<file path="config.mk">
export PLATFORM = sky130hd
export DESIGN_NAME = uart_frame_arbiter
export DESIGN_NICKNAME = d
export VERILOG_FILES = /design/src/rtl/uart_frame_arbiter.sv
export SDC_FILE = /design/constraint.sdc
export NUM_CORES = 1
export LEC_CHECK = 0
export CAP_MARGIN = 25
export CORE_ASPECT_RATIO = 0.5
export CORE_MARGIN = 4
export CORE_UTILIZATION = 45
export CTS_CLUSTER_DIAMETER = 200
export DETAILED_ROUTE_END_ITERATION = 7
export GPL_ROUTABILITY_DRIVEN = 0
export PLACE_DENSITY = 0.71
export SYNTH_ARGS = -nofsm -noshare
export SYNTH_HDL_FRONTEND = slang
export SYNTH_SLANG_ARGS = --single-unit
</file>
<file path="constraint.sdc">
create_clock -name clk -period 4.8 [get_ports clk]
set_input_delay 0.72 -clock clk [delete_from_list [all_inputs] [get_ports clk]]
set_output_delay 0.72 -clock clk [all_outputs]
set_load 0.005 [all_outputs]
</file>
<file path="src/rtl/uart_frame_arbiter.sv">
// Round-robin arbiter that serialises fixed-length frames from two sources
// onto a single uart_tx byte transmitter (header, payload MSB first, XOR checksum).
//
// state | meaning
// IDLE  | no frame in flight; pick a pending source
// LOAD  | register the next frame byte onto tx_din_o
// START | raise tx_start_o for the byte just loaded
// WAIT  | hold tx_din_o until uart_tx signals byte done
module uart_frame_arbiter #(
    parameter int unsigned P_NBYTES = 6,
    parameter logic [7:0]  P_SYNC   = 8'hA5
) (
    input  logic                    clk,
    input  logic                    rst_n,
    input  logic                    req0_i,
    input  logic [8*P_NBYTES-1:0]   data0_i,
    input  logic                    req1_i,
    input  logic [8*P_NBYTES-1:0]   data1_i,
    output logic [1:0]              grant_o,
    output logic [7:0]              tx_din_o,
    output logic                    tx_start_o,
    input  logic                    tx_done_tick_i,
    output logic                    busy_o,
    output logic [7:0]              overrun0_o,
    output logic [7:0]              overrun1_o
);

    localparam int unsigned    PW       = 8 * P_NBYTES;
    localparam int unsigned    IW       = $clog2(P_NBYTES + 2);
    localparam logic [IW-1:0]  LAST_IDX = IW'(P_NBYTES + 1);

    typedef enum logic [1:0] {IDLE, LOAD, START, WAIT} state_t;

    state_t          state_q, state_d;
    logic [PW-1:0]   hold0_q, hold0_d;
    logic [PW-1:0]   hold1_q, hold1_d;
    logic [1:0]      pend_q, pend_d;
    logic            last_q, last_d;
    logic [PW-1:0]   shift_q, shift_d;
    logic [IW-1:0]   idx_q, idx_d;
    logic [7:0]      csum_q, csum_d;
    logic [7:0]      din_q, din_d;
    logic            start_q, start_d;
    logic [1:0]      grant_q, grant_d;
    logic            busy_q, busy_d;
    logic [7:0]      ovr0_q, ovr0_d;
    logic [7:0]      ovr1_q, ovr1_d;

    logic            take;
    logic            sel;
    logic            take0;
    logic            take1;
    logic [7:0]      byte_cur;

    always_comb begin
        state_d  = state_q;
        shift_d  = shift_q;
        last_d   = last_q;
        idx_d    = idx_q;
        csum_d   = csum_q;
        din_d    = din_q;
        start_d  = 1'b0;
        grant_d  = 2'b00;
        busy_d   = busy_q;
        take     = 1'b0;
        sel      = 1'b0;
        byte_cur = 8'h00;

        case (state_q)
            IDLE: begin
                if (|pend_q) begin
                    // Tie goes to whichever source was not served last
                    sel     = (pend_q == 2'b11) ? ~last_q : pend_q[1];
                    take    = 1'b1;
                    shift_d = sel ? hold1_q : hold0_q;
                    last_d  = sel;
                    grant_d = sel ? 2'b10 : 2'b01;
                    busy_d  = 1'b1;
                    idx_d   = '0;
                    csum_d  = 8'h00;
                    state_d = LOAD;
                end
            end
            LOAD: begin
                if (idx_q == '0) begin
                    byte_cur = {P_SYNC[7:1], last_q};
                    din_d    = byte_cur;
                    csum_d   = csum_q ^ byte_cur;
                end else if (idx_q == LAST_IDX) begin
                    din_d    = csum_q;
                end else begin
                    byte_cur = shift_q[PW-1 -: 8];
                    din_d    = byte_cur;
                    csum_d   = csum_q ^ byte_cur;
                    shift_d  = shift_q << 8;
                end
                state_d = START;
            end
            START: begin
                start_d = 1'b1;
                state_d = WAIT;
            end
            WAIT: begin
                if (tx_done_tick_i) begin
                    if (idx_q < LAST_IDX) begin
                        idx_d   = idx_q + IW'(1);
                        state_d = LOAD;
                    end else begin
                        busy_d  = 1'b0;
                        state_d = IDLE;
                    end
                end
            end
            default: state_d = IDLE;
        endcase
    end

    assign take0 = take & ~sel;
    assign take1 = take &  sel;

    // A request landing on its own selection edge re-arms pending: set wins.
    always_comb begin
        hold0_d = hold0_q;
        hold1_d = hold1_q;
        pend_d  = pend_q;
        ovr0_d  = ovr0_q;
        ovr1_d  = ovr1_q;

        if (req0_i) begin
            hold0_d   = data0_i;
            pend_d[0] = 1'b1;
            if (pend_q[0] && !take0 && (ovr0_q != 8'hFF)) begin
                ovr0_d = ovr0_q + 8'd1;
            end
        end else if (take0) begin
            pend_d[0] = 1'b0;
        end

        if (req1_i) begin
            hold1_d   = data1_i;
            pend_d[1] = 1'b1;
            if (pend_q[1] && !take1 && (ovr1_q != 8'hFF)) begin
                ovr1_d = ovr1_q + 8'd1;
            end
        end else if (take1) begin
            pend_d[1] = 1'b0;
        end
    end

    always_ff @(posedge clk or negedge rst_n) begin
        if (!rst_n) begin
            state_q <= IDLE;
            hold0_q <= '0;
            hold1_q <= '0;
            pend_q  <= 2'b00;
            last_q  <= 1'b1;
            shift_q <= '0;
            idx_q   <= '0;
            csum_q  <= 8'h00;
            din_q   <= 8'h00;
            start_q <= 1'b0;
            grant_q <= 2'b00;
            busy_q  <= 1'b0;
            ovr0_q  <= 8'h00;
            ovr1_q  <= 8'h00;
        end else begin
            state_q <= state_d;
            hold0_q <= hold0_d;
            hold1_q <= hold1_d;
            pend_q  <= pend_d;
            last_q  <= last_d;
            shift_q <= shift_d;
            idx_q   <= idx_d;
            csum_q  <= csum_d;
            din_q   <= din_d;
            start_q <= start_d;
            grant_q <= grant_d;
            busy_q  <= busy_d;
            ovr0_q  <= ovr0_d;
            ovr1_q  <= ovr1_d;
        end
    end

    assign grant_o    = grant_q;
    assign tx_din_o   = din_q;
    assign tx_start_o = start_q;
    assign busy_o     = busy_q;
    assign overrun0_o = ovr0_q;
    assign overrun1_o = ovr1_q;

endmodule

</file>
==> results.py <==
metrics = {
    "status": {
        "outcome": "complete, no violations",
    },
    "place": {
        "portBuffers": 128,
        "pre_cts_slack_ns": 2.10,
        "placed_area_mm2": 0.00999,
        "hpwl_um": 13000,
    },
    "critical_path": {
        "path_cells": "inv_1, ha_1, or3b_1, nand2_1, buf_4, or2_4, o21ai_0",
        "cpPeakStageDelay_ns": 0.53,
        "worstPathArrival_ns": 3.00,
        "path_delay_family": "simple AND/OR/NAND/NOR gates",
        "path_depth": 7,
        "reg2reg_slack_ns": 2.10,
        "end_kind": "flop",
        "critPathKind": "flop to flop",
        "crit_slowest_cell": "or2_4",
        "crit_path_start_kind": "flop",
        "path_buf_inv": 2,
        "worst-path-max-fanout": 48,
        "required_ns": 5.10,
        "reg2reg_depth": 7,
    },
    "timing": {
        "maxSlewViolCount": 0,
        "hold_viol_final": 0,
        "max_slew_margin_pct": 36.3,
        "fin_skew_ns": 0.0157,
        "fmax_ghz": 0.370,
        "min_period_ns": 2.70,
        "worst_slew_pin_slew_ns": 0.955,
        "tns_ns": 0,
        "fin_crit_sh_pct": 56.3,
        "setup_viol": 0,
        "setup_ws_ns": 2.10,
        "rsz0062_at_grt": "false",
        "timing.hold.ws_ns": 0.381,
    },
    "clocking": {
        "clk_latency_ns": 0.45,
        "cts_root_buf": "clkbuf_16",
        "post_cts_buffers": 0,
        "cts_tree": "yes",
        "h-tree-depth": 4,
        "clock-sinks": 188,
        "clk_path_buf_depth": 2,
        "post_cts_resized": 0,
        "clk_pin_slew_ns": 0.08,
        "hold_buffers": 0,
        "cts_buffers": 17,
    },
    "power": {
        "p_comb_share_pct": 37.1,
        "switching_share_pct": 36.3,
        "seqPwrFrac_pct": 38.5,
        "leakagePower_nw": 4.38,
        "peakVddDrop_v": 0.000352,
        "p_per_area_mw_per_mm2": 575,
        "p_int_mw": 3.90,
        "p_clk_share_pct": 24.4,
        "power_switching_mw": 2.22,
    },
    "synthesis": {
        "synth_edf_count": 0,
        "synthArstFlopShare_pct": 100,
        "seq_area_frac_synth_pct": 54.8,
        "synth.area.top_cells": "dfrtp_1 (55%), mux2_2 (18%), mux2i_1 (6.6%)",
        "synth-seq-cells": 188,
        "ys_types": 50,
        "synth_cells": 671,
        "synthesis.area_mm2": 0.00858,
        "yosysTopAreaCellShare_pct": 54.5,
        "ys.flop_type": "dfrtp_1",
        "synth_warnings": 0,
        "synthesis.nets": 782,
        "syn_area_per_cell_um2": 12.8,
        "synth_largest_area_cell": "dfrtp_1",
    },
    "final_layout": {
        "utilization_pct": 57.3,
        "nNetsFinal": 892,
        "syn_to_final_growth_pct": 23.9,
        "fillers": 1504,
        "drive_above_1_share_pct": 23.7,
        "final_common_cell": "dfrtp_1",
        "num_antenna_cells": 0,
        "mostFrequentLayoutCells": "dfrtp_1 (187), mux2_2 (137), clkdlybuf4s50_1 (125), o21ai_0 (76), mux2i_1 (57)",
        "design_area_mm2": 0.0106,
    },
    "floorplan": {
        "initial_core_util_pct": 46.2,
        "design.die.area_mm2": 0.0215,
        "fp.dieW_um": 203,
        "num_rows": 35,
        "die_h_um": 106,
        "ioPinCount": 129,
        "core_mm2": 0.0186,
    },
    "min_path": {
        "hp-class": "input pin to async pin",
    },
    "run": {
        "cap_violations": 0,
    },
    "drt": {
        "drt_iter0_markers": 297,
        "via_count": 5701,
        "antenna_left": 0,
        "firstDrtPassIters": 5,
        "viasPerCell": 5.41,
        "wire_per_inst_um": 18.3,
        "drc_errors": 0,
        "routed_wl_um": 19200,
    },
    "global_route": {
        "grt_pass1_wl_um": 31400,
        "grt_pass1_vias": 5921,
        "grt_max_degree": 117,
        "grtUsageTotal_pct": 18.3,
        "overflow": 0,
        "grt_antenna_before_repair": 0,
    },
}
-- final cells by class --
class	instances	area, µm²	share of cell area, %
sequential	188	4710	44.3
multi-input combinational	429	3580	33.7
timing repair buffer	135	1340	12.6
clock buffer	17	425	4.00
tap	259	324	3.05
clock inverter	15	218	2.05
inverter	10	37.5	0.353
-- sequential cells by signal (all words and copies together), names as in the netlist, 2 cells and up --
name        count
csum_q          8
grant_o         2
hold0_q        48
hold1_q        48
idx_q           3
overrun0_o      8
overrun1_o      8
pend_q          2
shift_q        48
state_q         2
tx_din_o        8
-- final timing paths --
path | from | to
setup / recovery | state_q[0]$_DFFE_PN0P_ | shift_q[31]$_DFFE_PN0P_
hold / removal | rst_n | overrun0_o[6]$_DFFE_PN0P_
setup reg to reg | state_q[0]$_DFFE_PN0P_ | shift_q[31]$_DFFE_PN0P_
hold reg to reg | hold0_q[40]$_DFFE_PN0P_ | hold0_q[40]$_DFFE_PN0P_
max in group asynchronous | rst_n | tx_din_o[5]$_DFFE_PN0P_
min in group clk | hold0_q[40]$_DFFE_PN0P_ | hold0_q[40]$_DFFE_PN0P_
-- power by group through the flow --
| stage | Sequential, mW | Clock (mW) | Combinational [mW] |
|---|---|---|---|
| after floorplan | 2.26 | 0 | 1.74 |
| after global placement | 2.36 | 0 | 2.21 |
| after detailed placement | 2.38 | 0 | 2.28 |
| after CTS | 2.35 | 1.51 | 2.30 |
| after global routing | 2.41 | 1.58 | 2.52 |
| final | 2.35 | 1.49 | 2.27 |
-- through the flow --
stage | power (mW) | instances
6_report | 6.11 | 1053
5_1_grt | 6.51 | 1053
4_1_cts | 6.16 | 1053
3_5_place_dp | 4.66 | 1021
3_3_place_gp | 4.57 | 1021
2_1_floorplan | 4.00 | 671
-- layer usage --
| metal | track usage [%] | routed length, µm | vias up |
|---|---|---|---|
| met3 | 4.06 | 751 | 16 |
| met4 | 4.76 | 178 | 0 |
| li1 | - | - | 2649 |
| met1 | 26.4 | 9370 | 2920 |
| met5 | 0 | 0 | - |
| met2 | 28.3 | 8940 | 116 |
-- cells by family after synthesis --
| group | after synthesis | synth area share, % |
|---|---|---|
| AO/OA/AOI/OAI | 133 | 8.97 |
| XOR/XNOR | 10 | 1.02 |
| adder cells (fa/ha/maj) | 10 | 1.46 |
| buffers and inverters | 54 | 3.47 |
| flip-flops | 188 | 54.8 |
| multiplexers | 200 | 25.5 |
| AND/OR/NAND/NOR | 76 | 4.75 |
-- cells in the mapped netlist, drive strengths merged, types with 2 or more instances --
library cell,number
xnor2,10
a211oi,2
nand2b,3
clkbuf,14
o31ai,2
dfrtp,187
nor2b,5
o21a,2
and2,2
a31oi,5
a22o,2
or2,2
and4,3
or4,3
or3,5
mux2i,57
inv,10
o21ai,91
o2bb2ai,8
o22ai,4
and3,4
a21oi,9
buf,30
nand2,21
nor2,9
nand3,9
a21boi,2
nand4,7
ha,10
mux2,143
o211ai,3
(Power assumes the default switching activity.)
